File: src/rtl/instruction_sequencer.sv
// Multi-cycle control FSM for a Y86-style core: walks each instruction through
// fetch/decode/execute/memory/writeback/pc-update and drives the datapath strobes.
module instruction_sequencer #(
  parameter int unsigned CNT_W     = 16,
  parameter logic [3:0]  ICODE_MAX = 4'hB
) (
  input  logic             clock,
  input  logic             reset,
  input  logic             start,
  input  logic             fetch_valid,
  input  logic [3:0]       icode_input,
  input  logic             cond_true,
  input  logic             mem_ready,
  output logic             fetch_req,
  output logic             ir_load,
  output logic             alu_en,
  output logic             mem_rd,
  output logic             mem_wr,
  output logic             writeEnable0,
  output logic             writeEnable1,
  output logic             pc_write,
  output logic [1:0]       pc_sel,
  output logic [3:0]       ins_len,
  output logic [2:0]       state,
  output logic             halted,
  output logic             error,
  output logic [CNT_W-1:0] instr_count
);

  typedef enum logic [2:0] {
    S_IDLE      = 3'd0,
    S_FETCH     = 3'd1,
    S_DECODE    = 3'd2,
    S_EXECUTE   = 3'd3,
    S_MEMORY    = 3'd4,
    S_WRITEBACK = 3'd5,
    S_PC_UPDATE = 3'd6,
    S_STOP      = 3'd7
  } state_t;

  state_t           r_state;
  state_t           w_next_state;
  logic [3:0]       r_icode;
  logic             r_halted;
  logic             r_error;
  logic [CNT_W-1:0] r_instr_count;
  logic             w_set_halted;
  logic             w_set_error;

  function automatic logic is_mem_read(input logic [3:0] ic);
    return (ic == 4'h5) || (ic == 4'h9) || (ic == 4'hB);
  endfunction

  function automatic logic is_mem_write(input logic [3:0] ic);
    return (ic == 4'h4) || (ic == 4'h8) || (ic == 4'hA);
  endfunction

  // State register, icode latch, sticky status and retired-instruction count
  always_ff @(posedge clock) begin
    if (reset) begin
      r_state       <= S_IDLE;
      r_icode       <= 4'h0;
      r_halted      <= 1'b0;
      r_error       <= 1'b0;
      r_instr_count <= '0;
    end else begin
      r_state <= w_next_state;
      if (ir_load) r_icode <= icode_input;
      if (w_set_halted) r_halted <= 1'b1;
      if (w_set_error) r_error <= 1'b1;
      if (r_state == S_PC_UPDATE) r_instr_count <= r_instr_count + CNT_W'(1);
    end
  end

  // Next-state decode and per-state strobes; ir_load is the only Mealy output
  always_comb begin
    w_next_state = r_state;
    fetch_req    = 1'b0;
    ir_load      = 1'b0;
    alu_en       = 1'b0;
    mem_rd       = 1'b0;
    mem_wr       = 1'b0;
    writeEnable0 = 1'b0;
    writeEnable1 = 1'b0;
    pc_write     = 1'b0;
    pc_sel       = 2'd0;
    w_set_halted = 1'b0;
    w_set_error  = 1'b0;
    case (r_state)
      S_IDLE: begin
        if (start) w_next_state = S_FETCH;
        else       w_next_state = S_IDLE;
      end
      S_FETCH: begin
        fetch_req = 1'b1;
        ir_load   = fetch_valid;
        if (fetch_valid) begin
          if (icode_input > ICODE_MAX) begin
            w_next_state = S_STOP;
            w_set_error  = 1'b1;
          end else begin
            w_next_state = S_DECODE;
          end
        end else begin
          w_next_state = S_FETCH;
        end
      end
      S_DECODE: begin
        case (r_icode)
          4'h0: begin
            w_next_state = S_STOP;
            w_set_halted = 1'b1;
          end
          4'h1:    w_next_state = S_PC_UPDATE;
          default: w_next_state = S_EXECUTE;
        endcase
      end
      S_EXECUTE: begin
        alu_en = 1'b1;
        if (is_mem_read(r_icode) || is_mem_write(r_icode)) w_next_state = S_MEMORY;
        else                                               w_next_state = S_WRITEBACK;
      end
      S_MEMORY: begin
        // read and write icode sets are disjoint, so the strobes never overlap
        mem_rd = is_mem_read(r_icode);
        mem_wr = is_mem_write(r_icode);
        if (mem_ready) w_next_state = S_WRITEBACK;
        else           w_next_state = S_MEMORY;
      end
      S_WRITEBACK: begin
        case (r_icode)
          4'h3, 4'h6, 4'h8, 4'h9, 4'hA, 4'hB: writeEnable0 = 1'b1;
          4'h2:    writeEnable0 = cond_true;
          default: writeEnable0 = 1'b0;
        endcase
        writeEnable1 = (r_icode == 4'h5) || (r_icode == 4'hB);
        w_next_state = S_PC_UPDATE;
      end
      S_PC_UPDATE: begin
        pc_write = 1'b1;
        case (r_icode)
          4'h8:    pc_sel = 2'd1;
          4'h7:    pc_sel = cond_true ? 2'd1 : 2'd0;
          4'h9:    pc_sel = 2'd2;
          default: pc_sel = 2'd0;
        endcase
        w_next_state = S_FETCH;
      end
      S_STOP:  w_next_state = S_STOP;
      default: w_next_state = S_IDLE;
    endcase
  end

  // Instruction byte length; nothing is latched yet while idle
  always_comb begin
    if (r_state == S_IDLE) begin
      ins_len = 4'd0;
    end else begin
      case (r_icode)
        4'h0, 4'h1, 4'h9:       ins_len = 4'd1;
        4'h2, 4'h6, 4'hA, 4'hB: ins_len = 4'd2;
        4'h7, 4'h8:             ins_len = 4'd9;
        4'h3, 4'h4, 4'h5:       ins_len = 4'd10;
        default:                ins_len = 4'd0;
      endcase
    end
  end

  assign state       = r_state;
  assign halted      = r_halted;
  assign error       = r_error;
  assign instr_count = r_instr_count;

endmodule

File: config.mk
export PLATFORM = sky130hd
export DESIGN_NAME = instruction_sequencer
export DESIGN_NICKNAME = d
export VERILOG_FILES = /design/src/rtl/instruction_sequencer.sv
export SDC_FILE = /design/constraint.sdc
export NUM_CORES = 1
export LEC_CHECK = 0
export CAP_MARGIN = 10
export CORE_MARGIN = 4
export CORE_UTILIZATION = 42
export DETAILED_ROUTE_END_ITERATION = 12
export PLACE_DENSITY_LB_ADDON = 0.08
export SLEW_MARGIN = 0
export SYNTH_ARGS = -nofsm -noshare
export SYNTH_HDL_FRONTEND = slang
export SYNTH_SLANG_ARGS = --single-unit
File: constraint.sdc
create_clock -name clock -period 1.4 [get_ports clock]
set_input_delay 0.28 -clock clock [delete_from_list [all_inputs] [get_ports clock]]
set_output_delay 0.28 -clock clock [all_outputs]
set_load 0.05 [all_outputs]
==> metrics.csv, run 1 <==
stage,metric,value,unit
place,dpl ws,-0.461,ns
synthesis,Yosys cell types,43,
synthesis,syn_area_per_cell,8.04,um^2
synthesis,post-synthesis simple-gate area fraction,33.2,%
sta,worst setup endpoint GRT,mem_wr,
place,GPL Wtd Cong,0.925,
synthesis,number of enable flip-flop cells after synthesis,0,
synthesis,post-synthesis mux area share,2.65,%
synthesis,Mapped Area,1560,um^2
floorplan,Initial Util,44.9,%
global_routing,largest net degree at the start of global routing,17,
synthesis,compound-cell area share of the yosys netlist,14.8,%
floorplan,Die Y,68.9,um
synthesis,post-synthesis sequential area ratio,36.0,%
synthesis,Post-synth ARST share,0,%
clock_network,H-tree Lvls,1,
clock_network,clock sinks,28,
synthesis,Synthesis Warnings,0,
synthesis,xor and xnor area share after synthesis,6.18,%
synthesis,top post-synthesis cells by area,"dfxtp_1 36%, nor2_1 7.0%, a21oi_1 4.5%",
floorplan,IO Pins,45,
sta,worst_ep kind,primary output,
floorplan,Die W,68.9,um
synthesis,top cell type by total area after synthesis,dfxtp_1,
synthesis,Synth top area share,36.0,%
floorplan,num rows,21,
synthesis,Post-Syn Instances,194,
clock_network,CTS Root Cell,clkbuf_8,
place,Post-DP Area,2930,um^2
clock_network,cts bufs inserted,3,
clock_network,Max clock buf depth,2,
synthesis,Yosys reg bits,28,
synthesis,Syn Nets,205,
place,dpl hpwl,4090,um
place,IO Port Bufs,43,
run_status,Err,"[ERROR DPL-0038] Utilization greater than 100%, impossible to legalize",
run_status,last step reached,global routing,
synthesis,ys flop type,dfxtp_1,
run_status,status,stopped before the end,
synthesis,main combinational cell family by area after synthesis,simple AND/OR/NAND/NOR gates,
synthesis,Synth Area in Adders,0.803,%
synthesized netlist by cell type (2+ instances only):
cell type,number
nor2_1,29
dfxtp_1,28
a21oi_1,14
nand2_1,13
clkbuf_1,10
nor4_1,8
xnor2_1,8
nor2b_1,7
inv_1,6
nand2b_1,6
nor3_1,6
o21ai_0,6
nand3_1,5
a31oi_1,4
mux2i_1,3
nand4_1,3
nor3b_1,3
xor2_1,3
a2111oi_0,2
a21o_1,2
and3_1,2
buf_2,2
buf_4,2
nand3b_1,2
or3_1,2
stage by stage:
| step | instances | setup TNS, ns |
|---|---|---|
| after floorplan | 194 | -2.73 |
| after global placement | 325 | -4.39 |
| after detailed placement | 325 | -4.52 |
| after CTS | 337 | -5.30 |
cells by family after synthesis:
group	count (synthesis)
fa+ha+maj	1
xor+xnor	11
flops	28
buf+inv	21
simple gates	92
compound gates	36
other cells	1
mux	4
repair_timing:
| item | CTS |
|---|---|
| hold endpoints to repair | 0 |
| setup buffers | 8 |
| hold buffers | 0 |
| cloned | 1 |
| gates resized for setup | 53 |
| endpoints found under the setup margin | 25 |
| pin swaps | 20 |
==> run 2: changes to the inputs <==
--- a/config.mk
+++ b/config.mk
@@ -7,9 +7,9 @@
 export LEC_CHECK = 0
 export CAP_MARGIN = 10
 export CORE_MARGIN = 4
-export CORE_UTILIZATION = 42
+export CORE_UTILIZATION = 35
 export DETAILED_ROUTE_END_ITERATION = 12
-export PLACE_DENSITY_LB_ADDON = 0.08
+export PLACE_DENSITY_LB_ADDON = 0.15
 export SLEW_MARGIN = 0
 export SYNTH_ARGS = -nofsm -noshare
 export SYNTH_HDL_FRONTEND = slang
==> constraint.sdc (replaced) <==
create_clock -name clock -period 1.8 [get_ports clock]
set_input_delay 0.36 -clock clock [delete_from_list [all_inputs] [get_ports clock]]
set_output_delay 0.36 -clock clock [all_outputs]
set_load 0.05 [all_outputs]
==> run 2 against run 1 <==
The flow now finishes, with violations (setup timing); synthesized cell count unchanged; area after synthesis unchanged.
==> metrics.csv, run 2 <==
stage,metric,value,unit,change
final_layout,"commonest cells after routing, fill and taps aside","50 x buf_4, 25 x nor2_1, 19 x dfxtp_1",,
synthesis,main combinational cell family by area after synthesis,simple AND/OR/NAND/NOR gates,,
final_layout,fill cell count,407,,
setup_path,"Largest stage delay, worst path",0.37,ns,
run_status,status,"complete, but fails checks",,
synthesis,top post-synthesis cells by area,"dfxtp_1 36%, nor2_1 7.0%, a21oi_1 4.5%",,
setup_path,CP arrival,1.46,ns,
sta,Final min period,1.82,ns,
synthesis,Post-synth top cells,"29 x nor2_1, 28 x dfxtp_1, 14 x a21oi_1",,
drt,drt wl/cell,13.6,um,
synthesis,syn_area_per_cell,8.04,um^2,unchanged
final_layout,cell area after layout,2490,um^2,
sta,final hold vios,0,,
clock_network,Post-CTS Hold Buffers,0,,unchanged
run_status,failing checks,setup timing,,
synthesis,xor and xnor area share after synthesis,6.18,%,unchanged
sta,Max Fclk,549,MHz,
synthesis,Post-Syn Instances,194,,unchanged
final_layout,share of layout cells above drive strength 1,41.4,%,
clock_network,CTS Root Cell,clkbuf_8,,
synthesis,"count leader, synth",nor2_1,,
drt,final WL,4200,um,
clock_network,TritonCTS clock tree,built,,
sta,post-route clock period utilization,101,%,
sta,clock skew,0.00476,ns,
synthesis,Synth top area share,36.0,%,unchanged
pwr,PD cells,756,nW/um^2,
synthesis,Mapped Area,1560,um^2,unchanged
place,GPL Wtd Cong,0.738,,-20%
clock_network,clk_lat worst skew,0.28,ns,
clock_network,cts bufs inserted,3,,unchanged
synthesis,Post-synth ARST share,0,%,unchanged
synthesis,post-synthesis simple-gate area fraction,33.2,%,unchanged
clock_network,clock sinks,28,,unchanged
clock_network,clock-pin slew on the worst setup and hold paths,0.10,ns,
place,dpl hpwl,2940,um,-28%
setup_path,CP Cell Sequence,"nand2b_4, buf_6, nor4_4, buf_12",,
hold_path,Worst Hold Path Cells,2,,
hold_path,Hold Crit Class,reg2reg,,
synthesis,top cell type by total area after synthesis,dfxtp_1,,
setup_path,required time of the critical path,1.44,ns,
drt,Vias,1575,,
sta,# setup viols final,2,,
setup_path,Worst Reg-to-Reg Cells,6,,
run,Max Cap Viol,0,,
synthesis,Synth Area in Adders,0.803,%,unchanged
final_layout,Antenna diodes,0,,
place,dpl ws,-0.137,ns,+0.324 ns
floorplan,num rows,24,,+14%
sta,fin worst setup slack,-0.0206,ns,
global_routing,largest net degree at the start of global routing,17,,
synthesis,post-synthesis mux area share,2.65,%,unchanged
sta,Hold Slack,0.491,ns,
drt,drt first pass iters,4,,
sta,Fin Setup TNS,-0.0272,ns,
synthesis,Syn Nets,205,,unchanged
setup_path,slowest cell on the critical path,dfxtp_4,,
final_layout,P&R area growth vs syn,60.0,%,
setup_path,Crit Path Max Fanout,5,,
synthesis,Synthesis Warnings,0,,unchanged
global_routing,vias in the first global route,1452,,
clock_network,H-tree Lvls,1,,unchanged
drt,post-route ant nets,0,,
floorplan,Core Area,4320,um^2,
floorplan,Die Y,74.7,um,+8.4%
global_routing,total track usage,15.7,%,
setup_path,startpoint types,flip-flop,,
final_layout,fin nets,268,,
sta,RSZ-0062 raised after global routing,true,,
synthesis,number of enable flip-flop cells after synthesis,0,,unchanged
place,IO Port Bufs,43,,unchanged
floorplan,DIE AREA,5590,um^2,
clock_network,Max clock buf depth,2,,unchanged
synthesis,ys flop type,dfxtp_1,,
global_routing,GR Overflow Total,0,,
floorplan,Initial Util,36.1,%,-8.9 points
drt,drt drc,0,,
final_layout,"commonest non-fill, non-tap cell in the layout",buf_4,,
synthesis,Yosys reg bits,28,,unchanged
place,Post-DP Area,2270,um^2,-23%
synthesis,compound-cell area share of the yosys netlist,14.8,%,unchanged
setup_path,crit path capture type,output port,,
global_routing,antenna violations before repair,0,,
pwr,cell leakage power,0.00100,uW,
floorplan,Die W,74.7,um,+8.4%
synthesis,Yosys cell types,43,,unchanged
setup_path,WS Path Type,reg2out,,
drt,vias per cell,5.11,,
pwr,Worst VDD drop,0.000441,V,
synthesis,post-synthesis sequential area ratio,36.0,%,unchanged
global_routing,first-pass GRT wire length,6840,um,
sta,pins over their slew limit,0,,
final_layout,Multi-input gate area,1050,um^2,
final_layout,FF+latch area,584,um^2,
drt,number of DRC markers in iteration 0,51,,
floorplan,IO Pins,45,,unchanged
-- run 2: cells by family (layout without fill, tap and decap cells) --
group / after synthesis / in the layout
DFF: 28 / 28
adders and majority gates: 1 / 1
xor gates and xnor gates: 11 / 11
muxes: 4 / 4
AOI/OAI and AO/OA: 36 / 36
and+or+nand+nor: 92 / 92
other: 1 / 1
buffers and inverters: 21 / 83
-- run 2: worst max-delay path, delay by kind of cell (launching register included) --
family | cells | cell delay, ns
and+or+nand+nor | 2 | 0.50
DFF | 1 | 0.37
buffers and inverters | 2 | 0.31
-- run 2: power breakdown --
| part | total [uW] | switching, uW | internal, uW |
|---|---|---|---|
| clock | 456 | 214 | 243 |
| combinational | 719 | 398 | 321 |
| sequential | 711 | 51.6 | 660 |
| total | 1890 | 663 | 1220 |
-- run 2: metrics by stage --
stage / power (uW) / instances / util, %
finish: 1890 / 308 / 57.7
global route: 1970 / 308 / 57.7
CTS: 1870 / 305 / 56.8
detailed placement: 1340 / 290 / 52.5
global placement: 1340 / 290 / 52.5
floorplan: 1140 / 194 / -
-- run 2: final timing paths --
check	from	to	slack, ns
max	r_icode[2]	pc_sel[1]	-0.02
min reg2reg	instr_count[1]	instr_count[1]	0.49
min	instr_count[1]	instr_count[1]	0.49
max reg2reg	state[2]	instr_count[13]	0.10
-- run 2: timing repair --
action,CTS,global route
pin swaps,5,1
endpoints found under the hold margin,0,0
endpoints found under the setup margin,11,8
gates resized for setup,18,3
setup buffers,11,3
gates cloned,0,0
-- run 2: layout make-up --
type / count / area share (%)
Multi-Input combinational cell: 145 / 42.3
Sequential cell: 28 / 23.4
Timing Repair Buffer: 73 / 28.1
Clock buffer: 4 / 2.66
Inverter: 6 / 0.903
Tap cell: 52 / 2.61
-- run 2: routing by layer --
metal  wire (um)  track usage [%]
met4          25             3.36
met1        1940             19.7
met3         189             4.27
met5           0                0
met2        2050             26.8
Note: power is estimated with default switching activity, not from simulation.
